===== config.mk =====
export PLATFORM = sky130hd
export DESIGN_NAME = barcode_check_digit_seq
export DESIGN_NICKNAME = d
export VERILOG_FILES = /design/src/rtl/barcode_pkg.sv /design/src/rtl/barcode_mod_reduce.sv /design/src/rtl/barcode_check_digit_seq.sv
export SDC_FILE = /design/constraint.sdc
export NUM_CORES = 1
export LEC_CHECK = 0
export CORE_ASPECT_RATIO = 1.25
export CORE_MARGIN = 4
export CORE_UTILIZATION = 45
export DETAILED_ROUTE_END_ITERATION = 7
export DONT_BUFFER_PORTS = 1
export MAX_ROUTING_LAYER = met4
export SLEW_MARGIN = 20
export SYNTH_ARGS = -nofsm -noshare
export SYNTH_HDL_FRONTEND = slang
export SYNTH_SLANG_ARGS = --single-unit

===== constraint.sdc =====
create_clock -name clk -period 2 [get_ports clk]
set_clock_uncertainty 0.2 [all_clocks]
set_input_delay 0.4 -clock clk [delete_from_list [all_inputs] [get_ports clk]]
set_output_delay 0.4 -clock clk [all_outputs]
set_load 0.01 [all_outputs]

===== src/rtl/barcode_pkg.sv =====
// barcode_pkg: shared state encoding, default constants and accumulator sizing for the barcode engines
package barcode_pkg;
  typedef enum logic [1:0] {IDLE, REDUCE, WAIT_DIGIT, DONE} state_t;
  localparam int DEFAULT_SEED = 54;
  localparam int DEFAULT_MODULUS = 15;
  function automatic int sum_width(input int seed, input int modulus, input int value_w, input int digit_w);
    int a, b;
    a = seed + (1 << value_w);
    b = modulus + 3 * (1 << digit_w);
    return $clog2(a > b ? a : b) + 1;
  endfunction
endpackage


===== src/rtl/barcode_mod_reduce.sv =====
// barcode_mod_reduce: one compare-and-subtract step of an iterative modulo reduction
module barcode_mod_reduce #(
  parameter int SUM_W = 8,
  parameter int MODULUS = 15
) (
  input  logic [SUM_W-1:0] sum_i,
  output logic [SUM_W-1:0] sum_o,
  output logic             doneReduce_o
);
  assign doneReduce_o = sum_i < SUM_W'(MODULUS);
  // subtract the modulus only while the sum is still out of range
  always_comb sum_o = doneReduce_o ? sum_i : sum_i - SUM_W'(MODULUS);
endmodule


===== src/rtl/barcode_check_digit_seq.sv =====
// barcode_check_digit_seq: sequential check-digit engine (SEED + value + weighted digits) mod MODULUS; BARCODE_WEIGHTED_EN enables EAN weighting
module barcode_check_digit_seq
  import barcode_pkg::*;
#(
  parameter int VALUE_W = 5,
  parameter int DIGIT_W = 4,
  parameter int MODULUS = DEFAULT_MODULUS,
  parameter int SEED = DEFAULT_SEED,
  parameter int MAX_DIGIT = 9
) (
  input  logic                       clk,
  input  logic                       reset,
  input  logic                       start,
  output logic                       startReady,
  input  logic [VALUE_W-1:0]         valueToPay,
  input  logic                       noDigits,
  input  logic                       digitValid,
  output logic                       digitReady,
  input  logic [DIGIT_W-1:0]         digit,
  input  logic                       digitLast,
  output logic [$clog2(MODULUS)-1:0] checkDigit,
  output logic                       done,
  output logic                       error
);
  localparam int CD_W = $clog2(MODULUS);
  localparam int SUM_W = sum_width(SEED, MODULUS, VALUE_W, DIGIT_W);
  state_t state_q, state_d;
  logic [SUM_W-1:0] sum_q, sum_d, red_sum, addend;
  logic [CD_W-1:0] cd_q, cd_d;
  logic red_done, last_q, last_d, bad_q, bad_d, err_q, err_d, done_q, done_d;
  logic start_acc, digit_acc;
  assign start_acc = start & startReady;
  assign digit_acc = digitValid & digitReady;
  barcode_mod_reduce #(.SUM_W(SUM_W), .MODULUS(MODULUS)) u_reduce (
    .sum_i(sum_q),
    .sum_o(red_sum),
    .doneReduce_o(red_done)
  );
`ifdef BARCODE_WEIGHTED_EN
  logic pos_q, pos_d;
  // even positions weigh 3, odd positions weigh 1; position restarts with every computation
  always_comb begin
    pos_d = start_acc ? 1'b0 : digit_acc ? ~pos_q : pos_q;
    addend = pos_q ? SUM_W'(digit) : SUM_W'(digit) + (SUM_W'(digit) << 1);
  end
  // digit position register
  always_ff @(posedge clk) pos_q <= reset ? 1'b0 : pos_d;
`else
  // every digit weighs 1
  always_comb addend = SUM_W'(digit);
`endif
  // state register
  always_ff @(posedge clk) state_q <= reset ? IDLE : state_d;
  // next-state logic: reduce after every load, then fetch another digit or finish
  always_comb begin
    state_d = state_q;
    case (state_q)
      IDLE, DONE: state_d = start_acc ? REDUCE : state_q;
      REDUCE:     state_d = red_done ? (last_q ? DONE : WAIT_DIGIT) : REDUCE;
      WAIT_DIGIT: state_d = digit_acc ? REDUCE : WAIT_DIGIT;
      default:    state_d = IDLE;
    endcase
  end
  // handshake outputs decoded from the registered state
  always_comb begin
    startReady = state_q == IDLE || state_q == DONE;
    digitReady = state_q == WAIT_DIGIT;
  end
  // datapath next-state: load, reduce, accumulate digits, publish result on entry to DONE
  always_comb begin
    sum_d = sum_q;
    last_d = last_q;
    bad_d = bad_q;
    err_d = err_q;
    cd_d = cd_q;
    done_d = 1'b0;
    if (start_acc) begin
      sum_d = SUM_W'(SEED) + SUM_W'(valueToPay);
      last_d = noDigits;
      bad_d = valueToPay == '0;
      err_d = 1'b0;
      cd_d = '0;
    end else if (state_q == REDUCE) begin
      sum_d = red_sum;
      if (red_done && last_q) begin
        done_d = 1'b1;
        err_d = bad_q;
        cd_d = bad_q ? '0 : sum_q[CD_W-1:0];
      end
    end else if (digit_acc) begin
      sum_d = sum_q + addend;
      last_d = digitLast;
      bad_d = bad_q | (digit > DIGIT_W'(MAX_DIGIT));
    end
  end
  // datapath registers; reset discards any partial result
  always_ff @(posedge clk) begin
    if (reset) begin
      sum_q <= '0;
      last_q <= 1'b0;
      bad_q <= 1'b0;
      err_q <= 1'b0;
      cd_q <= '0;
      done_q <= 1'b0;
    end else begin
      sum_q <= sum_d;
      last_q <= last_d;
      bad_q <= bad_d;
      err_q <= err_d;
      cd_q <= cd_d;
      done_q <= done_d;
    end
  end
  assign checkDigit = cd_q;
  assign done = done_q;
  assign error = err_q;
endmodule


Yosys cells after proc, flatten, opt, wreduce, memory -nomap -nowiden --
Cells that the tools add are included.
Storage, ports and cells: bits in registers 18, latch bits 0, bits in writable memories 0, ROM bits 0, output and inout port bits 8, word-level logic and storage cells 51, memories 0
Cells by class: add/sub/neg operators 3, $mul 0, div/mod/pow operators 0, $lt $le $gt $ge 2, equal/unequal tests 6, shift operators 0, muxes and demuxes 17, bitwise logic cells 4, reduce and logical (&&, ||, !) cells 12
Operator list (count):
- 8-bit two-way mux | 4
- 8-bit by 4-bit adder with 8-bit output | 1
- 8-bit by 4-bit < comparator with 1-bit output (second input constant) | 1
- 1-bit two-way mux | 8
- 8-bit by 4-bit subtractor with 8-bit output (second input constant) | 1
- 6-bit by 5-bit adder with 7-bit output (first input constant) | 1
- 2-bit two-way mux | 3
- 2-bit one-hot mux with 3 select lines | 1
- 2-bit AND reduction | 3
- 5-bit zero test | 1
- 2-bit == test (second input constant) | 2
- 4-bit greater-than comparator (second input constant) | 1
- 4-bit two-way mux | 1
- 2-bit inequality test (second input constant) | 2
- 2-bit OR reduction | 2
- 3-bit inequality test (second input constant) | 1
- 3-bit nonzero test | 1
- 3-bit OR reduction | 1
- 1-bit bitwise AND | 2
- 2-bit by 1-bit == test with 1-bit output (second input constant) | 1
- 2-bit zero test | 1
- 2-bit nonzero test | 1
- 1-bit logical AND | 1
- 1-bit logical OR | 1
- 2 further kinds | 2

Longest topological paths before layout --
Gate-level depths: netlist (run 1).
word-level depth 5, gate-level depth with buffers 8, mapped depth without buffers 8

Hierarchy --
From an unflattened synthesis (run 1), not the netlist that was laid out.
Unflattened totals: cell total of the unflattened synthesis 171, area, all modules 1356.3 um^2
Modules (own cells, without submodules):
- barcode_check_digit_seq | times used 1, cells each 144, area an instance 1157.4 um^2, seq. area each 360.3 um^2
- barcode_mod_reduce | times used 1, cells each 27, area an instance 198.9 um^2, seq. area each 0.0 um^2

Least setup slack after synthesis (run 1) --
Ideal clock, no wire load.
path type reg-to-reg, start reg state_q[0], end reg sum_q[7], data arrival time 1.807 ns, path slack -0.076 ns, stages on the path, launching flop included 8, path buffers 0, cell sequence dfxtp_1 inv_1 ha_1 a221oi_1 a41o_1 nand2b_4 or4_1 o21ai_1
Between the ends: cells in the longest elaborated chain, start to end 5, elaborated cells between the ends (all ways) 12, classes of those cells 4 x eq/ne; 2 x mux; 2 x bitwise; 4 x reduce/logical
RTL lines:
- start: declaration | line barcode_check_digit_seq.sv:27 | state_t state_q, state_d;
- start signal: assignment | line barcode_check_digit_seq.sv:53 | always_ff @(posedge clk) state_q <= reset ? IDLE : state_d;
- 2-bit == test / 2-bit zero test (equally long branches) | line barcode_check_digit_seq.sv:66 | startReady = state_q == IDLE || state_q == DONE;
- 1-bit logical OR (*) | line barcode_check_digit_seq.sv:66
- via startReady | line barcode_check_digit_seq.sv:14 | output logic startReady,
- 1-bit bitwise AND (*) | line barcode_check_digit_seq.sv:32 | assign start_acc = start & startReady;
- 3-bit inequality test (no line) / 3-bit nonzero test (equally long branches)
- 2-bit AND reduction (no line)
- end signal: assignment | line barcode_check_digit_seq.sv:106 | sum_q <= sum_d;
- end: declaration | line barcode_check_digit_seq.sv:28 | logic [SUM_W-1:0] sum_q, sum_d, red_sum, addend;
Mark *: on every way through the listed nets, which the timed path passes. The rest lies on a longest branch. A chain may end at the register's enable or synchronous reset.

Worst setup path in the final report (run 1) --
start reg state_q[0], end reg sum_q[7]
Between the ends: cells in the longest elaborated chain, start to end 5, elaborated cells between the ends (all ways) 12, classes of those cells 4 x eq/ne; 2 x mux; 2 x bitwise; 4 x reduce/logical
RTL lines (line):
- 2-bit == test / 2-bit zero test (equally long branches) | barcode_check_digit_seq.sv:66
- 1-bit logical OR | barcode_check_digit_seq.sv:66
- 1-bit bitwise AND | barcode_check_digit_seq.sv:32
- 3-bit inequality test (no line) / 3-bit nonzero test (equally long branches)
- 2-bit AND reduction (no line)
Several ways; a longest one is shown, not always the timed one.

==> results of run 1 <==
flip-flops by register name, summed over array words and instances, names as in the netlist:
name	cells
checkDigit	4
error	1
last_q	1
sum_q	8
bad_q	1
state_q	2
done	1
per-layer routing:
metal	vias up	GRT usage	share of wire
met5	-	-	0
met4	0	0.07903	0.027
met3	10	0.04070	0.065
met2	56	0.3447	0.49
met1	631	0.2460	0.42
li1	646	-	-
synth_stat cells (2+ instances only):
cell type	n
xnor2_1	3
clkbuf_1	6
nand2_1	11
ha_1	8
or3_1	3
nand3_1	4
or4_1	3
and3_1	3
nand3b_1	2
nor2b_1	4
a211o_1	2
xor2_1	2
dfxtp_1	18
a211oi_1	5
o21ai_0	11
nor2_1	9
nand4b_1	3
a31oi_1	4
nor3_1	7
o21ai_1	2
a21oi_1	20
a221oi_1	2
inv_1	9
final cells by class:
type | count | area [um2] | share of cell area
Multi-Input combinational cell | 127 | 909.6 | 0.5733
Sequential cell | 18 | 366.6 | 0.2311
Timing Repair Buffer | 26 | 197.7 | 0.1246
Tap cell | 34 | 42.54 | 0.02681
Clock buffer | 4 | 36.28 | 0.02287
Inverter | 9 | 33.78 | 0.02129
worst reg2reg max path, cell delays in order, from the launching register on:
cell      delay [ns]
dfxtp_4         0.39
inv_2           0.05
ha_4            0.27
nand2_1         0.06
a41o_1          0.26
nand2b_4        0.16
or4_1           0.46
o21ai_1         0.08
kinds of logic after synthesis:
| family | share of synthesized area |
|---|---|
| compound gates | 0.2862 |
| xor+xnor | 0.03490 |
| fa+ha+maj | 0.09572 |
| buf+inv | 0.04885 |
| flops | 0.2871 |
| simple gates | 0.2473 |
worst paths after layout:
| check | start | end | slack [ns] |
|---|---|---|---|
| max | state_q[0]$_SDFFE_PP0P_ | sum_q[7]$_SDFFE_PP0P_ | 0.02 |
| min | start | state_q[0]$_SDFFE_PP0P_ | 0.08 |
| max reg2reg | state_q[0]$_SDFFE_PP0P_ | sum_q[7]$_SDFFE_PP0P_ | 0.02 |
| min reg2reg | checkDigit[0]$_SDFFE_PP0P_ | checkDigit[0]$_SDFFE_PP0P_ | 0.30 |
power groups by stage:
stage | logic, mW | clock network [mW] | registers, mW
2_1_floorplan | 1.00 | 0 | 0.577
3_3_place_gp | 1.55 | 0 | 0.577
3_5_place_dp | 1.58 | 0 | 0.577
4_1_cts | 1.59 | 0.244 | 0.572
5_1_grt | 1.88 | 0.256 | 0.609
6_report | 1.71 | 0.236 | 0.594
what timing repair did:
item,CTS,global route
endpoints found under the setup margin,3,9
hold endpoints to repair,8,0
hold buffers,1,0
pin swaps,1,3
cloned,0,0
resized for setup,2,17
==> metrics.txt, run 1 <==
status=completed; kind of critical path=reg -> reg; RSZ-0062 raised after global routing=true; Max-cap violations=0; Non-Filler Instances=approximately 220; Tot Pwr=2.541 mW; Cells after Synth=~160; postcts setup bufs=0; Post-route DRC=0; setup TNS=0 ns; area post-placement=~1500 um2; cells on worst reg2reg path=7; fin area=between 1500 and 2000 um2; diode count=0; Die Width=55.24 um; Req. time, crit path=between 2 and 2.5 ns; Yosys warning total=0; Int Power=~1.4 mW; Worst path depth=7; vias per cell=about 6.2; clock-pin slew on the worst setup and hold paths=0.13 ns; I/O Pins=23; Finished Core Util=0.5920; Comb power frac=0.673; placed insts=roughly 210; Post-layout nets=between 200 and 250; final setup margin=roughly 0.016 ns; Die ar.=roughly 3700 um2; post-synthesis sequential area ratio=0.2871; PD cells=between 1500 and 2000 nW/um2; Sw Share=0.4372; share of cells above drive strength 1=0.2663; Total GRT Usage=0.2065; Mapped Avg Cell Area=7.795 um2; Core Area=about 2700 um2; starting density of the core=0.4683; vias post-DR=1343; Final Hold Fails=0; Leak=approximately 0.63 nW; WP buf/inv=1; largest area contributor in the netlist=dfxtp_1; clock share of power=0.093; initial drt markers=between 50 and 60; most frequent cells in the layout=buf_4, a21oi_1, dfxtp_1; Slew @ Worst Pin=between 0.3 and 0.4 ns; clock buffer depth=2; gr ovfl total=0; WHS Path Cells=2; worst hold-check path type=in -> reg; CP Cell Sequence=inv_2 > ha_4 > nand2_1 > a41o_1 > nand2b_4 > or4_1 > o21ai_1; switching pwr=1.111 mW; CTS tree=yes; Area growth syn-to-layout=26.42%; Tmin final=roughly 2.0 ns; Sinks on Clock Net=18; Setup crit start kind=register; Slowest-stage cell, CP=or4_1; Post-DP HPWL=roughly 2800 um; syn nets=185; leading cell type in the layout, fill and taps excluded=buf_4; Syn Std Cell Area=roughly 1300 um2; fin crit share=0.9920; Num CTS Buffers=3; pin count of the biggest net entering global routing=12; IO buf count=0; Crit. End Element=register; Die Y=approximately 67 um; Slew headroom=0.7588; CP max FO=5; TritonRoute pass-1 iters=4; final antenna-violating net count=0; H-tree depth=1; peak supply drop=0.0009111 V; first-pass GRT wire length=~6000 um; asr flop ratio synth=0; Post-synth EDFFs=0; RePlAce Congestion=approximately 0.94; pre-CTS setup slack=-0.03657 ns; endpoints failing setup=0; Post-Route WL=3641 um; FMAX=around 0.50 GHz; vias in the first global route=approximately 1300; antenna violations before repair=0; floorplan row count=21; Worst Hold Margin=0.07894 ns; Pins Over Slew Limit=0; synth top area cells=dfxtp_1, a21oi_1, ha_1; drt wl/cell=~17 um; sequential cell fraction of total power=0.234; clk_lat worst skew=about 0.31 ns; Yosys reg bits=18; Critical Path AT=roughly 2 ns; CP delay by family, top=simple AND/OR/NAND/NOR gates; fill cell count=258; Synth Flop Type=dfxtp_1; slowest stage delay, CP=0.46 ns; share of the synthesized area in the top cell type=0.2871; CTS Root Buffer Type=clkbuf_4; Distinct cells, synth=43
Note: power is estimated with default switching activity, not from simulation.
==> inputs of run 2 (changes only) <==
--- a/config.mk
+++ b/config.mk
@@ -5,6 +5,7 @@
 export SDC_FILE = /design/constraint.sdc
 export NUM_CORES = 1
 export LEC_CHECK = 0
+export ABC_AREA = 1
 export CORE_ASPECT_RATIO = 1.25
 export CORE_MARGIN = 4
 export CORE_UTILIZATION = 45
==> run 2 against run 1 <==
Compared with the run above: worst hold slack lost 0.047 ns; final cell count increased by 14%; sequential share of layout area up 2.2 points; setup slack improved by 0.12 ns; routed wire length shrank 9.6%.
==> metrics.txt, run 2 <==
Post-layout nets=239; post-synthesis sequential area ratio=0.2775; setup TNS=0 ns; initial drt markers=42; postcts setup bufs=0; cells on worst reg2reg path=9; Req. time, crit path=about 2.0 ns; gr ovfl total=0; Syn Std Cell Area=around 1300 um2; kind of critical path=reg -> reg; CTS tree=yes; synth top area cells=dfxtp_1, nand2_1, inv_1; leading cell type in the layout, fill and taps excluded=nand2_1; starting density of the core=0.4753; Synth Flop Type=dfxtp_1; most frequent cells in the layout=nand2_1, inv_1, nor2_1; Slew @ Worst Pin=around 0.32 ns; Post-route DRC=0; cell with the most instances after synthesis=nand2_1; CTS Root Buffer Type=clkbuf_4; pre-CTS setup slack=approximately 0.066 ns; final setup margin=0.1321 ns; Yosys warning total=0; Post-synth EDFFs=0; Total GRT Usage=0.1917; Tmin final=around 1.9 ns; pin count of the biggest net entering global routing=13; vias in the first global route=1251; Critical Path AT=about 1.9 ns; largest area contributor in the netlist=dfxtp_1; Cells after Synth=a little over 200; share of the synthesized area in the top cell type=0.2775; share of cells above drive strength 1=0.1215; Max-cap violations=0; Core Area=approximately 2700 um2; Die Width=56.05 um; first-pass GRT wire length=5575 um; Area growth syn-to-layout=10.12%; most flop-heavy register=sum_q; antenna violations before repair=0; Crit. End Element=register; endpoints failing setup=0; Leak=~0.68 nW; clock buffer depth=2; vias per cell=5.395; worst hold-check path type=in -> reg; vias post-DR=between 1000 and 1500; fin crit share=0.9339; clk_lat worst skew=0.31 ns; Die Y=68.07 um; peak supply drop=around 0.00081 V; Slew headroom=0.7875; Post-Route WL=around 3300 um; TritonRoute pass-1 iters=4; FMAX=between 0.5 and 0.6 GHz; RSZ-0062 raised after global routing=false; Sinks on Clock Net=18; Mapped Avg Cell Area=6.305 um2; drt wl/cell=13.27 um; top cells by count, synth=nand2_1, inv_1, nor2_1; H-tree depth=1; Yosys reg bits=18; RePlAce Congestion=between 0.8 and 0.9; I/O Pins=23; asr flop ratio synth=0; diode count=0; syn nets=between 200 and 250; IO buf count=0; Final Hold Fails=0; WHS Path Cells=2; Post-DP HPWL=2600 um; final antenna-violating net count=0; clock-pin slew on the worst setup and hold paths=around 0.12 ns; CP max FO=10; PD cells=1218 nW/um2; floorplan row count=21; Distinct cells, synth=27; max FFs per register=8; Die ar.=approximately 3800 um2; status=completed; Setup crit start kind=register; reg2reg setup slack=between 0.1 and 0.15 ns; Pins Over Slew Limit=0; Num CTS Buffers=3
## run 2: cell types whose count changed in the layout (fill, tap and decap cells not counted), moves of 4 or more
cell      delta
nand2_1     +37
inv_1       +22
buf_4       -19
nor2_1      +15
nand3_1     +13
o21ai_0     +10
a21oi_1      -8
nor3_1       -5
a211oi_1     -4
## run 2: path summary, 6_finish.rpt
path / startpoint / endpoint
max: sum_q[0]$_SDFFE_PP0P_ / sum_q[6]$_SDFFE_PP0P_
min: digitLast / last_q$_SDFFE_PP0P_
max reg2reg: sum_q[0]$_SDFFE_PP0P_ / sum_q[6]$_SDFFE_PP0P_
min reg2reg: state_q[1]$_SDFFE_PP0P_ / state_q[1]$_SDFFE_PP0P_
## run 2: critical path, stage by stage, from the launching register on
cell,delay [ns]
dfxtp_2,0.36
buf_4,0.14
ha_1,0.20
nand3_2,0.14
nand4_2,0.15
nand2_2,0.08
nand2_4,0.13
inv_2,0.08
nor2_1,0.17
a21oi_1,0.10
## run 2: timing repair
action,4_1_cts,5_1_grt
endpoints found under the setup margin,0,9
gates resized for setup,0,7
hold buffers,1,0
hold endpoints to repair,2,0
## run 2: stage by stage
step | std cells | instance area, um2 | power (mW) | util | hold WS [ns]
floorplan | 206 | 1299 | 1.235 | - | 0.2439
global placement | 243 | 1369 | 1.460 | 0.5009 | 0.2700
detailed placement | 243 | 1369 | 1.481 | 0.5009 | 0.2736
CTS | 248 | 1415 | 1.725 | 0.5179 | 0.03205
global route | 248 | 1430 | 1.910 | 0.5234 | 0.04037
finish | 248 | 1430 | 1.742 | 0.5234 | 0.03186
## run 2: area by class of cell
cell class                 count  area, um2
multi-input combinational    153      814.5
sequential                    18      361.6
fill                         312       1303
clock buffer                   4      36.28
tap                           34      42.54
inverter                      32      120.1
timing repair buffer           7      55.05
## run 2: per-layer routing
layer,global-route usage,part of all wire,vias to the layer above
met4,0.06825,0.017,0
met1,0.2261,0.43,608
met5,-,0,-
li1,-,-,684
met2,0.3260,0.49,39
met3,0.03962,0.054,7
## run 2: cells by family (layout without fill, tap and decap cells)
group | Yosys count | count (layout) | share of synthesized area
compound gates | 40 | 40 | 0.1628
xor+xnor | 1 | 1 | 0.006745
fa+ha+maj | 9 | 9 | 0.09249
buf+inv | 35 | 43 | 0.1060
flops | 18 | 18 | 0.2775
simple gates | 103 | 103 | 0.3545
## run 2: power breakdown
part,switching (mW),internal [mW],leakage (nW)
logic,0.601,0.358,0.507
clock network,0.128,0.111,0.0210
registers,0.100,0.443,0.148
total,0.830,0.912,0.676
